**config.mk**
```make
export PLATFORM = sky130hd
export DESIGN_NAME = cdb_arbiter
export DESIGN_NICKNAME = d
export VERILOG_FILES = /design/src/rtl/cdb_arbiter.sv
export SDC_FILE = /design/constraint.sdc
export NUM_CORES = 1
export LEC_CHECK = 0
export ABC_AREA = 1
export CORE_MARGIN = 2
export CORE_UTILIZATION = 48
export CTS_CLUSTER_DIAMETER = 60
export CTS_CLUSTER_SIZE = 16
export DETAILED_ROUTE_END_ITERATION = 10
export DONT_BUFFER_PORTS = 1
export GPL_ROUTABILITY_DRIVEN = 0
export PLACE_DENSITY_LB_ADDON = 0.05
export RECOVER_POWER = 50
export SLEW_MARGIN = 40
export SYNTH_ARGS = -nofsm -noshare
export SYNTH_HDL_FRONTEND = slang
export SYNTH_SLANG_ARGS = --single-unit
```
**constraint.sdc**
```tcl
create_clock -name clock -period 8.3 [get_ports clock]
set_input_delay 1.66 -clock clock [delete_from_list [all_inputs] [get_ports clock]]
set_output_delay 1.66 -clock clock [all_outputs]
set_load 0.005 [all_outputs]
```
**src/rtl/cdb_arbiter.sv**
```systemverilog
// -----------------------------------------------------------------------------
// cdb_arbiter
// Shares the single Common Data Bus between NUM_REQ functional-unit completion
// ports. Each port owns a one-entry holding slot. One slot per cycle is granted
// and broadcast on the registered CDB (tag, value). A squash flushes every
// pending completion.
//
// Optional feature, selected by macro CDB_AGE_PRIORITY_EN:
//   defined   - the oldest pending tag relative to rob_head_tag wins. Ties go to
//               the lowest index. The design falls back to round-robin while
//               rob_head_tag == 0 (ROB empty).
//   undefined - pure round-robin. rob_head_tag is ignored.
//
// Ports:
//   clock         system clock, rising edge
//   reset         asynchronous active-low reset
//   req_valid     per-FU completed result present
//   req_tag       per-FU ROB tag, slice i = [i*TAG_W +: TAG_W]
//   req_value     per-FU result value, slice i = [i*DATA_W +: DATA_W]
//   req_ready     per-FU slot can accept this cycle
//   rob_head_tag  ROB head tag (age-priority build only)
//   squash_valid  misprediction flush
//   cdb_valid     registered broadcast valid
//   cdb_tag       registered broadcast tag
//   cdb_value     registered broadcast value
//   grant_idx     registered index of the last granted FU (debug)
// -----------------------------------------------------------------------------
module cdb_arbiter #(
  parameter int NUM_REQ   = 4,
  parameter int TAG_W     = 5,
  parameter int DATA_W    = 32,
  parameter int ROB_DEPTH = 9,
  localparam int IDX_W    = $clog2(NUM_REQ)
) (
  input  logic                        clock,
  input  logic                        reset,
  input  logic [NUM_REQ-1:0]          req_valid,
  input  logic [NUM_REQ*TAG_W-1:0]    req_tag,
  input  logic [NUM_REQ*DATA_W-1:0]   req_value,
  output logic [NUM_REQ-1:0]          req_ready,
  input  logic [TAG_W-1:0]            rob_head_tag,
  input  logic                        squash_valid,
  output logic                        cdb_valid,
  output logic [TAG_W-1:0]            cdb_tag,
  output logic [DATA_W-1:0]           cdb_value,
  output logic [IDX_W-1:0]            grant_idx
);

  logic [NUM_REQ-1:0] slot_valid;
  logic [TAG_W-1:0]   slot_tag   [NUM_REQ];
  logic [DATA_W-1:0]  slot_value [NUM_REQ];
  logic [IDX_W-1:0]   rr_ptr;

  logic               rr_any;
  logic [IDX_W-1:0]   rr_sel;
  logic               grant_any;
  logic [IDX_W-1:0]   grant_sel;
  logic [NUM_REQ-1:0] grant;

  // Round-robin: scan upward from rr_ptr with wraparound, first valid slot wins.
  always_comb begin
    rr_any = 1'b0;
    rr_sel = '0;
    for (int k = 0; k < NUM_REQ; k++) begin
      int j;
      j = int'(rr_ptr) + k;
      if (j >= NUM_REQ) j = j - NUM_REQ;
      if (!rr_any && slot_valid[j]) begin
        rr_any = 1'b1;
        rr_sel = IDX_W'(j);
      end
    end
  end

`ifdef CDB_AGE_PRIORITY_EN
  localparam logic [TAG_W:0] ROB_DEPTH_W = (TAG_W+1)'(ROB_DEPTH);

  logic [TAG_W:0]   slot_age [NUM_REQ];
  logic             age_any;
  logic [IDX_W-1:0] age_sel;
  logic [TAG_W:0]   best_age;

  // Distance from the ROB head. The -1 offsets on both tags cancel, so only the
  // difference is formed. The +ROB_DEPTH term keeps the value non-negative
  // before the modulo.
  always_comb begin
    for (int i = 0; i < NUM_REQ; i++) begin
      slot_age[i] = ({1'b0, slot_tag[i]} - {1'b0, rob_head_tag} + ROB_DEPTH_W)
                    % ROB_DEPTH_W;
    end
  end

  always_comb begin
    age_any  = 1'b0;
    age_sel  = '0;
    best_age = '1;
    for (int i = 0; i < NUM_REQ; i++) begin
      if (slot_valid[i] && (!age_any || slot_age[i] < best_age)) begin
        age_any  = 1'b1;
        age_sel  = IDX_W'(i);
        best_age = slot_age[i];
      end
    end
  end

  assign grant_any = (rob_head_tag != '0) ? age_any : rr_any;
  assign grant_sel = (rob_head_tag != '0) ? age_sel : rr_sel;
`else
  logic unused_age_inputs;
  assign unused_age_inputs = ^rob_head_tag ^ (ROB_DEPTH == 0);

  assign grant_any = rr_any;
  assign grant_sel = rr_sel;
`endif

  always_comb begin
    grant = '0;
    if (grant_any) grant[grant_sel] = 1'b1;
  end

  // A slot being granted this cycle can be refilled at the same edge.
  assign req_ready = squash_valid ? '0 : (~slot_valid | grant);

  always_ff @(posedge clock or negedge reset) begin
    if (!reset) begin
      slot_valid <= '0;
      for (int i = 0; i < NUM_REQ; i++) begin
        slot_tag[i]   <= '0;
        slot_value[i] <= '0;
      end
      rr_ptr    <= '0;
      cdb_valid <= 1'b0;
      cdb_tag   <= '0;
      cdb_value <= '0;
      grant_idx <= '0;
    end else if (squash_valid) begin
      slot_valid <= '0;
      cdb_valid  <= 1'b0;
      cdb_tag    <= '0;
      cdb_value  <= '0;
    end else begin
      for (int i = 0; i < NUM_REQ; i++) begin
        if (req_valid[i] && req_ready[i]) begin
          // A zero tag is consumed but never occupies the slot.
          slot_valid[i] <= (req_tag[i*TAG_W +: TAG_W] != '0);
          slot_tag[i]   <= req_tag[i*TAG_W +: TAG_W];
          slot_value[i] <= req_value[i*DATA_W +: DATA_W];
        end else if (grant[i]) begin
          slot_valid[i] <= 1'b0;
        end
      end
      if (grant_any) begin
        cdb_valid <= 1'b1;
        cdb_tag   <= slot_tag[grant_sel];
        cdb_value <= slot_value[grant_sel];
        grant_idx <= grant_sel;
        rr_ptr    <= (int'(grant_sel) == NUM_REQ - 1) ? '0 : grant_sel + IDX_W'(1);
      end else begin
        cdb_valid <= 1'b0;
        cdb_tag   <= '0;
        cdb_value <= '0;
      end
    end
  end

endmodule

```
==> flow_summary.json, run 1 <==
{
  "slew_violations": 0,
  "r2r_end": "slot_tag[15]",
  "rr_startpoint": "rr_ptr[0]",
  "cts.sinks": 194,
  "grt_pass1_wl_um": 38700,
  "core_sq_um": 18800,
  "tightest_slew_ns": 1.39,
  "holdPathEnd": "slot_tag[4]",
  "fillers": 1872,
  "synth_seq_area_share_pct": 52.2,
  "slowest_delay_ns": 0.60,
  "diodes": 0,
  "p_per_area_nw_per_um2": 444,
  "cts_max_level": 4,
  "die_y_um": 143,
  "antenna_found_initial": 0,
  "drt_iter0_markers": 568,
  "cp_num_buf_inv": 2,
  "power_frac_seq_pct": 35.6,
  "yosys-top-cells-area": "dfrtp_1 (52%), nand2_1 (19%), nand4_1 (7.6%), nand3_1 (4.1%), buf_6 (2.9%)",
  "grt_pass1_vias": 7148,
  "critical_path.top_delay_family": "simple AND/OR/NAND/NOR gates",
  "grt_max_degree": 195,
  "fmax_ghz": 0.213,
  "power_w": 0.00434,
  "syn_area_sq_um": 9300,
  "crit_path_max_fanout": 39,
  "drv_cap": 0,
  "rsz0062_at_grt": "false",
  "async_flop_share_pct": 100,
  "critical_path_class": "reg -> out",
  "clkPwrFrac_pct": 21.0,
  "run_status": "complete, no violations",
  "place_area_sq_um": 9110,
  "combPwrFrac_pct": 43.5,
  "finalCriticalPeriod_ns": 4.69,
  "multi_input_area_sq_um": 3680,
  "worst_ep_arrival_time_ns": 3.03,
  "cts_made_buffers": 17,
  "clkTransAtPathRegs_ns": 0.07,
  "syn2layout_area_growth_pct": 4.90,
  "yosys.area.top_type": "dfrtp_1",
  "cp_common_cell": "nand2_1",
  "register_area_sq_um": 4850,
  "design_area_sq_um": 9750,
  "drcViolationCount": 0,
  "dieArea_sq_um": 20500,
  "io_pins": 204,
  "post_drt_wl_per_cell_um": 18.4,
  "avgSynthCellArea_sq_um": 8.29,
  "syn-instance-count": 1122,
  "internal_power_w": 0.00240,
  "ys_top_cells_by_count": "nand2_1 (475), dfrtp_1 (194), nand4_1 (113)",
  "r2r_cells": 14,
  "drive_gt1_share_pct": 6.62,
  "synthDistinctLibCells": 30,
  "r2r_slack_ns": 4.83,
  "worst_setup_path_end_kind": "output port",
  "peakVddDrop_uv": 257,
  "cts_tree": "built",
  "postCtsHoldBufs": 0,
  "leakagePower_nw": 5.02,
  "post-cts-setup-buffers": 0,
  "cp-start-kind": "flop",
  "ys_warn_count": 0,
  "synth_fp_nets": 1283,
  "post_cts_resized": 0,
  "drt-vias-per-instance": 5.44,
  "synth-main-ff-cell": "dfrtp_1",
  "initial_core_util_pct": 49.4,
  "hold_class": "reg -> reg",
  "crit_start": "rr_ptr[0]",
  "power.switching_w": 0.00193,
  "dr.pass1.iters": 5,
  "setup-violations-final": 0,
  "die_width_um": 143,
  "fin_crit_sh_pct": 56.5,
  "fin_tns_setup_ns": 0,
  "detailed_place_hpwl_um": 16100,
  "holdCritStartpoint": "slot_tag[4]",
  "overflow": 0,
  "grt_use_total_pct": 24.7,
  "postRouteAntennaNets": 0,
  "num_vias": 7252,
  "clock_latency_ns": 0.43,
  "cts_buffer_depth": 2,
  "cts_root_buf": "clkbuf_16",
  "critical_path.cell_chain": "nand2_1, nand2_1, nand2_1, nand2_1, nand3_4, nor2_4, inv_4, nand3_4, ha_1, nand2_2, a21oi_4, buf_4",
  "nNetsFinal": 1222,
  "synthDominantCellAreaShare_pct": 52.2,
  "routed_wl_um": 24500,
  "cp.required_ns": 6.64,
  "switching_share_pct": 44.6,
  "min_path_cells": 2,
  "relSlewSlack_pct": 6.88,
  "num_rows": 50,
  "portBuffers": 0,
  "skew_ns": 0.0140,
  "synth_edf_count": 0,
  "hold_viol": 0,
  "critical-path-slowest-cell": "dfrtp_1",
  "synth_seq_cells": 194,
  "yosysMostFrequentCell": "nand2_1"
}
routing by layer:
metal | share of wire [%] | vias up | GRT usage [%]
met5 | 0 | - | 0
met4 | 1.9 | 0 | 6.25
met3 | 6.7 | 30 | 7.88
met2 | 49 | 190 | 40.6
met1 | 43 | 3476 | 31.8
li1 | - | 3556 | -
worst min-delay path, cell delays in order (launching register included):
cell and delay, ns:
dfrtp_1 0.34, nand2_1 0.05, nand2_1 0.04
sequential cells by signal (all words and copies together) (netlist names):
signal	flops
cdb_valid	1
slot_tag	20
slot_valid	4
grant_idx	2
rr_ptr	2
slot_value	128
cdb_tag	5
cdb_value	32
worst max-delay path by stage:
stage	to	cells after the start
2_1_floorplan	req_ready[2]	3
3_3_place_gp	req_ready[2]	12
3_5_place_dp	req_ready[2]	12
4_1_cts	req_ready[2]	12
5_1_grt	req_ready[2]	12
6_report	req_ready[2]	12
metrics by stage:
| stage | util [%] | instances | setup WS (ns) | hold WS (ns) |
|---|---|---|---|---|
| floorplan | - | 1122 | 4.37 | 0.437 |
| global placement | 48.4 | 1302 | 4.06 | 0.447 |
| detailed placement | 48.4 | 1302 | 4.05 | 0.453 |
| CTS | 51.8 | 1332 | 3.59 | 0.469 |
| global route | 51.8 | 1332 | 3.40 | 0.483 |
| finish | 51.8 | 1332 | 3.61 | 0.466 |
cell families (layout without fill, tap and decap cells):
family	after synthesis	in the layout	synth area share [%]
AOI/OAI and AO/OA	94	94	5.40
adders and majority gates	1	1	0.135
buffers and inverters	138	88	8.25
DFF	194	194	52.2
and+or+nand+nor	695	695	34.0
area by class of cell:
type	instances	area share, %
multi-input cells	790	37.7
repair buffers	6	0.500
inverters	52	2.09
flip-flops and latches	194	49.8
well taps	260	3.34
clock buffers	19	4.54
clock inverters	11	2.07
power groups by stage:
stage	Sequential (W)	Combinational (W)	Clock (W)
finish	0.00154	0.00188	0.000909
floorplan	0.00149	0.00164	0
global route	0.00159	0.00217	0.000970
global placement	0.00155	0.00192	0
detailed placement	0.00155	0.00193	0
CTS	0.00154	0.00194	0.000924
layout by cell type (no fill, tap or decap), types with 3 or more instances in the layout:
cell	count
a21oi_1	7
buf_4	5
bufinv_16	5
clkbuf_16	17
clkinvlp_4	3
dfrtp_1	194
inv_1	45
inv_2	4
inv_6	3
nand2_1	476
nand2_2	9
nand2_4	5
nand3_1	77
nand3_4	5
nand4_1	113
o21ai_0	48
o21ai_1	32
o41ai_1	3
or2_2	3
Power figures use the tool's default switching activity.
==> run 2, diff against run 1 <==
==> constraint.sdc (replaced) <==
create_clock -name clock -period 4.8 [get_ports clock]
set_input_delay 0.96 -clock clock [delete_from_list [all_inputs] [get_ports clock]]
set_output_delay 0.96 -clock clock [all_outputs]
set_load 0.005 [all_outputs]
==> flow_summary.json, run 2 (synthesis gave the netlist of run 1 again) <==
{
  "postRouteAntennaNets": 0,
  "grt_use_total_pct": 24.6,
  "r2r_slack_ns": 1.50,
  "crit_path_max_fanout": 40,
  "utilization_pct": 51.5,
  "instances_no_fill": 1335,
  "fmax_ghz": 0.272,
  "cts_tree": "built",
  "slew_violations": 0,
  "cts_max_level": 4,
  "path_depth": 12,
  "overflow": 0,
  "io_pins": 204,
  "critical_path.top_delay_family": "simple AND/OR/NAND/NOR gates",
  "drt-vias-per-instance": 5.41,
  "core_sq_um": 18800,
  "drv_cap": 0,
  "finalCriticalPeriod_ns": 3.68,
  "fin_crit_sh_pct": 76.7,
  "crit_start": "rr_ptr[0]",
  "rr_startpoint": "rr_ptr[0]",
  "largest_reg_flops": 128,
  "rsz0062_at_grt": "false",
  "tightest_slew_ns": 0.801,
  "detailed_place_hpwl_um": 16100,
  "run_status": "complete, no violations",
  "drcViolationCount": 0,
  "portBuffers": 0,
  "p_per_area_nw_per_um2": 756,
  "diodes": 0,
  "hold_class": "in -> async",
  "grt_max_degree": 195,
  "critical_path_class": "reg -> out",
  "dp.cells": 1303,
  "setup-violations-final": 0,
  "slowest_delay_ns": 0.60,
  "die_width_um": 143,
  "leakagePower_nw": 5.01,
  "cts_made_buffers": 17,
  "antenna_found_initial": 0,
  "initial_core_util_pct": 49.4,
  "worst_setup_path_end_kind": "output port",
  "routed_wl_um": 24500,
  "post_cts_resized": 0,
  "final_cell_mix": "nand2_1 (475), dfrtp_1 (194), nand4_1 (113)",
  "grt_pass1_vias": 6974,
  "clock_latency_ns": 0.43,
  "dr.pass1.iters": 5,
  "die_y_um": 143,
  "largestRegisters": "slot_value: 128 flops, cdb_value: 32 flops, slot_tag: 20 flops",
  "cts.sinks": 194,
  "cts_buffer_depth": 2,
  "post_drt_wl_per_cell_um": 18.4,
  "drive_gt1_share_pct": 7.07,
  "post-cts-setup-buffers": 0,
  "clkTransAtPathRegs_ns": 0.07,
  "critical_path.cell_chain": "inv_6, nand2_1, nand2_1, nand2_1, nand2_4, nand2_2, nand2_2, nand2_4, nand2_4, nor2_8, nand2_2, a21oi_1",
  "num_vias": 7218,
  "regMostFlops": "slot_value",
  "register_area_sq_um": 4850,
  "critical-path-slowest-cell": "dfrtp_1",
  "nNetsFinal": 1223,
  "fillers": 1904,
  "r2r_cells": 15,
  "drt_iter0_markers": 496,
  "worst_ep_arrival_time_ns": 2.72,
  "relSlewSlack_pct": 46.6,
  "cts_root_buf": "clkbuf_16",
  "cp-start-kind": "flop",
  "syn2layout_area_growth_pct": 4.29,
  "hold_viol": 0,
  "num_rows": 50,
  "cp_num_buf_inv": 1,
  "dieArea_sq_um": 20500,
  "r2r_end": "slot_value[19]",
  "skew_ns": 0.0160,
  "peakVddDrop_uv": 456,
  "postCtsHoldBufs": 0,
  "final_common_cell": "nand2_1",
  "fin_tns_setup_ns": 0,
  "cp.required_ns": 3.84,
  "multi_input_area_sq_um": 3690,
  "grt_pass1_wl_um": 38300
}
run 2: cell count changes in the layout (fill, tap and decap cells not counted), moves of 2 or more:
cell	before	now
nand2_4	5	7
clkinv_2	0	2
bufinv_16	5	0
inv_8	1	3
clkinv_4	0	3
inv_6	3	5
run 2: cell type report:
cell class,count,area share [%]
inverters,52,2.10
clock inverters,13,1.19
repair buffers,7,0.581
multi-input cells,790,38.0
well taps,260,3.35
clock buffers,19,4.67
flip-flops and latches,194,50.1
run 2: stage by stage:
stage / worst slack (ns) / hold WS (ns) / instance area [sq um] / total power (W)
2_1_floorplan: 1.65 / 0.437 / 9300 / 0.00541
3_3_place_gp: 1.36 / 0.447 / 9120 / 0.00600
3_5_place_dp: 1.36 / 0.453 / 9130 / 0.00605
4_1_cts: 1.06 / 0.206 / 9690 / 0.00744
5_1_grt: 0.963 / 0.194 / 9700 / 0.00800
6_report: 1.12 / 0.225 / 9700 / 0.00734
run 2: how the worst max path moves through the flow:
stage                 endpoint
2_1_floorplan     req_ready[2]
3_3_place_gp   slot_value[124]
3_5_place_dp      slot_tag[18]
4_1_cts           req_ready[3]
5_1_grt           req_ready[3]
6_report          req_ready[3]
run 2: per-layer routing:
layer	global-route usage, %	wire [um]
met3	7.18	1720
met2	40.7	12000
met4	6.57	415
met5	0	0
met1	31.7	10400
run 2: report_power, final:
group | switching, W | internal [W] | total, W
sequential | 0.000381 | 0.00229 | 0.00268
combinational | 0.00233 | 0.000935 | 0.00327
clock | 0.000682 | 0.000711 | 0.00139
total | 0.00339 | 0.00394 | 0.00734
run 2: worst reg2reg max path: cells and delay by family, from the launching register on:
kind                   cells  cell delay [ns]
flip-flops                 1             0.60
buffers and inverters      1             0.09
AND/OR/NAND/NOR           14             2.47
